$ cat config.mk
export PLATFORM = sky130hd
export DESIGN_NAME = inc_dec_seq_ctrl_flat
export DESIGN_NICKNAME = d
export VERILOG_FILES = /design/src/rtl/inc_dec_seq_ctrl_if.sv /design/src/rtl/inc_dec_seq_ctrl.sv /design/src/flat_wrapper.sv
export SDC_FILE = /design/constraint.sdc
export NUM_CORES = 1
export LEC_CHECK = 0
export CAP_MARGIN = 10
export CORE_AREA = 10 10 68 70
export DETAILED_ROUTE_END_ITERATION = 12
export DIE_AREA = 0 0 78 80
export PLACE_DENSITY = 0.65
export SYNTH_ARGS = -nofsm -noshare
export SYNTH_HDL_FRONTEND = slang
export SYNTH_SLANG_ARGS = --single-unit
export TNS_END_PERCENT = 10
$ cat constraint.sdc
create_clock -name clk -period 2.1 [get_ports clk]
set_input_delay 0.42 -clock clk [delete_from_list [all_inputs] [get_ports clk]]
set_output_delay 0.42 -clock clk [all_outputs]
set_load 0.1 [all_outputs]
$ cat src/rtl/inc_dec_seq_ctrl_if.sv
// Command/status bundle between the host and the inc/dec sequencer.
// The host side is master and the sequencer side is slave.
interface inc_dec_seq_ctrl_if #(
  parameter int WIDTH = 4
);
  logic             start;
  logic [WIDTH-1:0] target;
  logic             abort;
  logic             inc;
  logic             dec;
  logic [WIDTH-1:0] cur;
  logic             busy;
  logic             done;
  logic             aborted;

  modport master (
    output start, target, abort,
    input  inc, dec, cur, busy, done, aborted
  );

  modport slave (
    input  start, target, abort,
    output inc, dec, cur, busy, done, aborted
  );
endinterface

$ cat src/rtl/inc_dec_seq_ctrl.sv
// Steps an external inc/dec counter toward a commanded target, one pulse at a time,
// with GAP_CYCLES idle cycles between pulses and a shadow copy of the counter value.
module inc_dec_seq_ctrl #(
  parameter int WIDTH      = 4,
  parameter int GAP_CYCLES = 2
) (
  input  logic                clk,
  input  logic                rst,
  inc_dec_seq_ctrl_if.slave   bus
);

  localparam logic [1:0] S_IDLE  = 2'd0;
  localparam logic [1:0] S_PULSE = 2'd1;
  localparam logic [1:0] S_GAP   = 2'd2;
  localparam logic [1:0] S_DONE  = 2'd3;

  localparam logic [3:0] GAP_LOAD = 4'(GAP_CYCLES - 1);

  logic [1:0]       state_reg, state_next;
  logic [WIDTH-1:0] tgt_reg, tgt_next;
  logic [WIDTH-1:0] cur_reg, cur_next;
  logic             up_reg, up_next;
  logic [3:0]       gap_reg, gap_next;
  logic             inc_reg, inc_next;
  logic             dec_reg, dec_next;
  logic             done_reg, done_next;
  logic             aborted_reg, aborted_next;
  logic [WIDTH-1:0] step_cur;

  // Value the shadow takes at the edge closing a pulse cycle.
  assign step_cur = up_reg ? cur_reg + WIDTH'(1) : cur_reg - WIDTH'(1);

  always_comb begin
    state_next   = state_reg;
    tgt_next     = tgt_reg;
    cur_next     = cur_reg;
    up_next      = up_reg;
    gap_next     = gap_reg;
    inc_next     = 1'b0;
    dec_next     = 1'b0;
    done_next    = 1'b0;
    aborted_next = 1'b0;

    case (state_reg)
      S_IDLE: begin
        if (bus.start) begin
          tgt_next = bus.target;
          if (bus.target == cur_reg) begin
            state_next = S_DONE;
            done_next  = 1'b1;
          end else begin
            state_next = S_PULSE;
            up_next    = (bus.target > cur_reg);
            inc_next   = (bus.target > cur_reg);
            dec_next   = !(bus.target > cur_reg);
          end
        end
      end
      S_PULSE: begin
        cur_next = step_cur;
        if ((step_cur == tgt_reg) || bus.abort) begin
          state_next = S_DONE;
          done_next  = 1'b1;
          // Reaching the target on the aborted step still counts as a normal finish.
          aborted_next = (step_cur != tgt_reg);
        end else begin
          state_next = S_GAP;
          gap_next   = GAP_LOAD;
        end
      end
      S_GAP: begin
        if (bus.abort) begin
          state_next   = S_DONE;
          done_next    = 1'b1;
          aborted_next = 1'b1;
        end else if (gap_reg == 4'd0) begin
          state_next = S_PULSE;
          inc_next   = up_reg;
          dec_next   = !up_reg;
        end else begin
          gap_next = gap_reg - 4'd1;
        end
      end
      default: begin
        state_next = S_IDLE;
      end
    endcase
  end

  always_ff @(posedge clk or posedge rst) begin
    if (rst) begin
      state_reg   <= S_IDLE;
      tgt_reg     <= '0;
      cur_reg     <= '0;
      up_reg      <= 1'b0;
      gap_reg     <= 4'd0;
      inc_reg     <= 1'b0;
      dec_reg     <= 1'b0;
      done_reg    <= 1'b0;
      aborted_reg <= 1'b0;
    end else begin
      state_reg   <= state_next;
      tgt_reg     <= tgt_next;
      cur_reg     <= cur_next;
      up_reg      <= up_next;
      gap_reg     <= gap_next;
      inc_reg     <= inc_next;
      dec_reg     <= dec_next;
      done_reg    <= done_next;
      aborted_reg <= aborted_next;
    end
  end

  assign bus.inc     = inc_reg;
  assign bus.dec     = dec_reg;
  assign bus.cur     = cur_reg;
  assign bus.busy    = (state_reg == S_PULSE) || (state_reg == S_GAP);
  assign bus.done    = done_reg;
  assign bus.aborted = aborted_reg;

endmodule
$ cat src/flat_wrapper.sv
// flat-port wrapper written by rule: the top's interface ports become plain ports
module inc_dec_seq_ctrl_flat 
#(
  parameter int WIDTH      = 4,
  parameter int GAP_CYCLES = 2
)
  (clk, rst, bus_start, bus_target, bus_abort, bus_inc, bus_dec, bus_cur, bus_busy, bus_done, bus_aborted);
  inc_dec_seq_ctrl_if #(.WIDTH(WIDTH)) bus_i ();
  input  logic clk;
  input  logic rst;
  input wire logic [$bits(bus_i.start)-1:0] bus_start;
  input wire logic [$bits(bus_i.target)-1:0] bus_target;
  input wire logic [$bits(bus_i.abort)-1:0] bus_abort;
  output wire logic [$bits(bus_i.inc)-1:0] bus_inc;
  output wire logic [$bits(bus_i.dec)-1:0] bus_dec;
  output wire logic [$bits(bus_i.cur)-1:0] bus_cur;
  output wire logic [$bits(bus_i.busy)-1:0] bus_busy;
  output wire logic [$bits(bus_i.done)-1:0] bus_done;
  output wire logic [$bits(bus_i.aborted)-1:0] bus_aborted;
  assign bus_i.start = bus_start;
  assign bus_i.target = bus_target;
  assign bus_i.abort = bus_abort;
  assign bus_inc = bus_i.inc;
  assign bus_dec = bus_i.dec;
  assign bus_cur = bus_i.cur;
  assign bus_busy = bus_i.busy;
  assign bus_done = bus_i.done;
  assign bus_aborted = bus_i.aborted;
  inc_dec_seq_ctrl #(.WIDTH(WIDTH), .GAP_CYCLES(GAP_CYCLES)) u_core (.clk(clk), .rst(rst), .bus(bus_i));
endmodule
==> results of run 1 <==
==> final cells by class <==
| type | instances | area share, % |
|---|---|---|
| Inverter | 12 | 2.74 |
| Sequential cell | 19 | 29.5 |
| Multi-Input combinational cell | 104 | 48.3 |
| Tap cell | 46 | 3.50 |
| Timing Repair Buffer | 27 | 14.4 |
| Clock buffer | 4 | 1.60 |
==> logic make-up (layout without fill, tap and decap cells) <==
family	count (synthesis)	in the layout	synth area share, %
AO/OA/AOI/OAI	35	35	16.5
XOR/XNOR	8	8	7.64
adder cells (fa/ha/maj)	12	12	12.2
buffers and inverters	17	43	4.93
flip-flops	19	19	36.8
multiplexers	4	4	3.48
AND/OR/NAND/NOR	45	45	18.5
==> stage by stage <==
stage,TNS [ns],hold WS [ns]
4_1_cts,0,0.464
5_1_grt,-0.364,0.486
3_5_place_dp,0,0.503
6_report,-0.00134,0.450
2_1_floorplan,-0.249,0.371
3_3_place_gp,0,0.489
==> what timing repair did <==
item	CTS	global route
setup endpoints to repair	0	5
gates resized for setup	0	8
buffers inserted	0	2
==> cell usage in the layout (no fill, tap or decap), drive strengths merged, types with 2 or more instances in the layout <==
cell type      count
xor2               3
o21ai             10
nor2b              4
nand2             12
nor2              11
mux2               4
clkdlybuf4s50      7
nand3              5
dfrtp             19
buf               20
a21oi             14
nor3               2
nand2b             2
clkbuf             4
ha                11
xnor2              3
and3               2
or3                2
a211o              2
inv               12
==> per-layer routing <==
metal  up-vias  part of all wire [%]  global-route usage, %  routed length [um]
met3         4                   7.6                   2.59                 245
met2        45                    48                   16.9                1540
li1        541                     -                      -                   -
met1       527                    43                   12.6                1390
met4         0                   1.4                   4.48                  46
met5         -                     0                      0                   0
==> worst max path at each step <==
stage | from | endpoint | cells after the start
6_report | u_core.bus.cur[0] | u_core.bus.done | 8
5_1_grt | u_core.bus.cur[0] | u_core.bus.done | 8
4_1_cts | u_core.bus.cur[1] | u_core.gap_reg[3] | 7
3_5_place_dp | u_core.bus.cur[1] | u_core.gap_reg[3] | 7
3_3_place_gp | u_core.bus.cur[1] | u_core.bus.aborted | 7
2_1_floorplan | u_core.bus.cur[1] | u_core.bus.aborted | 7
==> impl_results.md, run 1 <==
* Die Width at 78 um
* Cell area after synthesis at 1290 um2
* Worst R2R Start: u_core.bus.cur[0]
* Worst path required time at 2.34 ns
* Worst min-delay path category: in -> async
* Pin count of the biggest net entering global routing at 19
* CTS clk-pin slew, worst paths at 0.12 ns
* Nets at 187
* Die ar. at 6240 um2
* Final instance area at 1640 um2
* DR pass1 iterations at 4
* Seq. cell area at 484 um2
* H-tree depth at 1
* Deepest clock path buffer count at 2
* CP Data Arrival Time at 2.34 ns
* Final Skew at 0.00335 ns
* RSZ-0062 raised after global routing: true
* Filler cells at 316
* Fraction of registers with async set/reset at 100%
* IO Count at 17
* CP startpoint kind: register
* Commonest cells in the synthesized netlist: 19 x dfrtp_1, 13 x a21oi_1, 12 x inv_1, 12 x nand2_1
* Cts bufs inserted at 3
* Setup crit end kind: register
* Worst-margin pin slew at 0.675 ns
* FF-to-FF setup slack at -0.001 ns
* Hpwl dp at 2380 um
* Unique masters post-synth at 41
* Setup violators final at 1
* Avg Cell Area, Syn at 9.24 um2
* Cell with the most instances after synthesis: dfrtp_1
* Port Buffer Count at 16
* Placed cell count at 206
* Gr usage total at 10.3%
* Vias post-DR at 1117
* Post-DR vias/cell at 5.27
* CP Class: reg -> reg
* Mapped Cells at 140
* Post-CTS Hold Fix Bufs at 0
* Post-synthesis sequential area ratio at 36.8%
* Starting Density at 39.4%
* Status: finished with violations
* Max Fclk at 0.476 GHz
* TritonCTS clock tree: done
* Max_slew headroom at 55.0%
* Final WS setup at -0.00134 ns
* Reg2Reg Capture Point: u_core.bus.done
* Crit-path max FO at 5
* Min Clock Period, post-route at 2.10 ns
* Layout cell share with drive strength beyond 1 at 26.5%
* Final Hold Viols at 0
* First-pass GRT wire length at 5220 um
* Core Util, Final at 50.1%
* Register-to-Register Path Depth at 8
* Failing checks: setup timing
* Post-route ant nets at 0
* # diodes at 0
* Syn nets at 160
* Total gr overflow at 0
* Synth warn at 0
* CP bufs+invs at 2
* Area growth, synth to finish at 27.1%
* Initial antenna violation count at 0
* Worst path slowest cell: fa_2
* Delay-heaviest family, CP: adder cells
* Placed cell areas at 1570 um2
* Clk Latency, worst-skew pair at 0.31 ns
* Post-synth top area share at 36.8%
* # DRC at 0
* Routed length per instance at 15.2 um
* Max-cap violations at 0
* Synthesis-stage register bit count at 19
* Vias in the first global route at 1121
* Clk root buf: clkbuf_4
* Area occupied by multi-input gates at 795 um2
* Post-synth EDFFs at 0
* Largest area contributor in the netlist: dfrtp_1
* Final wirelength at 3220 um
* CORE AREA at 3280 um2
* Top_reg_cell synth: dfrtp_1
* Row cnt at 21
* Area contributors post-synth: dfrtp_1 37%, ha_1 11%, a21oi_1 5.0%
* Final Max Slew Viols at 0
* Pre-CTS setup slack at 0.0301 ns
* Die height at 80 um
* Clock sinks at 19
* Non-Filler Instances at 212
* Iteration-0 DRC count of the detailed router at 73
* CP max stage delay at 0.57 ns
* Crit share post-route at 100%
* CP cell instances: inv_2 -> fa_2 -> xor2_1 -> nand3_2 -> nor3_4 -> buf_4 -> o21ai_2 -> a21oi_2
* Placer Congestion at 0.854
Power of run 1 is left out: the tool's default activity adds up to more than one toggle a clock period on the data nets, which glitch-free logic cannot reach.
==> run 2: changes to the inputs <==
Settings changed: PLACE_DENSITY 0.65 to 0.63.
Clock period 2.1 ns to 2.43 ns, I/O delays scaled along.
==> impl_results.md, run 2 (synthesis results as in run 1) <==
* Final Hold Viols at 0
* Routed met1 length at 1360 um
* Starting Density at 39.4%
* # diodes at 0
* Vias post-DR at 1047
* Final Skew at 0.00165 ns
* Nets at 181
* # DRC at 0
* RSZ-0062 raised after global routing: false
* Worst min-delay path category: in -> async
* Total gr overflow at 0
* Setup violators final at 0
* Clock sinks at 19
* CP Data Arrival Time at 2.45 ns
* Crit share post-route at 92.7%
* DR pass1 iterations at 4
* Max layer used: met4
* Status: finished, final reports clean
* Die ar. at 6240 um2
* Die Width at 78 um
* H-tree depth at 1
* Row cnt at 21
* Setup crit end kind: register
* Area growth, synth to finish at 19.5%
* Clk root buf: clkbuf_4
* Layout cell share with drive strength beyond 1 at 17.5%
* WL met2 at 1320 um
* First-pass GRT wire length at 4940 um
* Worst path required time at 2.62 ns
* Clk Latency, worst-skew pair at 0.29 ns
* Final Max Slew Viols at 0
* Area occupied by multi-input gates at 761 um2
* Deepest clock path buffer count at 2
* Max_slew headroom at 57.1%
* Seq. cell area at 482 um2
* CP startpoint kind: register
* Hpwl dp at 2260 um
* Post-route ant nets at 0
* TritonCTS clock tree: done
* Post-DR vias/cell at 5.08
* Crit-path max FO at 6
* Max Fclk at 0.444 GHz
* Commonest non-fill, non-tap cell in the layout: dfrtp_1
* Iteration-0 DRC count of the detailed router at 79
* Met3 wire len at 107 um
* IO Count at 17
* Placer Congestion at 0.796
* Cts bufs inserted at 3
* CTS clk-pin slew, worst paths at 0.11 ns
* Filler cells at 311
* Vias in the first global route at 1059
* Gr usage total at 9.68%
* Initial antenna violation count at 0
* Die height at 80 um
* Max-cap violations at 0
* Final wirelength at 2870 um
* Routed length per instance at 13.9 um
* Worst-margin pin slew at 0.644 ns
* Min Clock Period, post-route at 2.25 ns
* Pin count of the biggest net entering global routing at 19
* Port Buffer Count at 16
* CP Class: reg -> reg
* Total negative slack at 0 ns
* CORE AREA at 3280 um2
* Commonest non-fill, non-tap cells in the layout: 16 x dfrtp_1, 14 x buf_4, 13 x a21oi_1, 12 x nand2_1, 12 x inv_1
[run 2: cell type report]
class                   count  share of cell area, %
repair buffers             21                   11.3
clock buffers               4                   1.70
inverters                  12                   2.91
well taps                  46                   3.72
multi-input cells         104                   49.2
flip-flops and latches     19                   31.1
[run 2: final timing paths]
check	to	cells past startpoint	slack [ns]	from
worst max-delay path	u_core.gap_reg[3]	7	0.18	u_core.bus.cur[0]
worst min-delay path	u_core.gap_reg[1]	2	0.45	rst
worst max register to register	u_core.gap_reg[3]	7	0.18	u_core.bus.cur[0]
worst min register to register	u_core.tgt_reg[2]	1	0.52	u_core.tgt_reg[2]
max in group asynchronous	u_core.bus.cur[0]	3	1.48	rst
min in group clk	u_core.tgt_reg[2]	1	0.52	u_core.tgt_reg[2]
[run 2: per-stage QoR]
step | area, um2 | util, % | hold slack [ns] | cells | worst slack, ns
global route | 1550 | 47.1 | 0.479 | 206 | 0.0347
global placement | 1510 | 46.1 | 0.496 | 202 | 0.235
CTS | 1540 | 46.9 | 0.467 | 206 | 0.112
detailed placement | 1510 | 46.1 | 0.503 | 202 | 0.131
floorplan | 1300 | - | 0.437 | 140 | 0.0295
finish | 1550 | 47.1 | 0.455 | 206 | 0.177
[run 2: critical path: stages (launching register included)]
cell and delay (ns):
dfrtp_4 0.47, inv_1 0.07, fa_1 0.48, xor3_1 0.31, nand3_1 0.17, nor3_4 0.29, nor2_1 0.10, a211o_1 0.27
[run 2: repair_timing]
| action | in CTS | in global routing |
|---|---|---|
| resized for setup | 0 | 1 |
| setup endpoints to repair | 0 | 1 |
| setup buffers | 0 | 0 |
| hold buffers | 0 | 0 |
[run 2: layer usage]
layer	vias to the layer above	track usage, %
li1	527	-
met1	496	11.5
met2	18	15.8
met3	6	2.70
met4	0	4.84
met5	-	0
Power of run 2 is left out for the same reason.
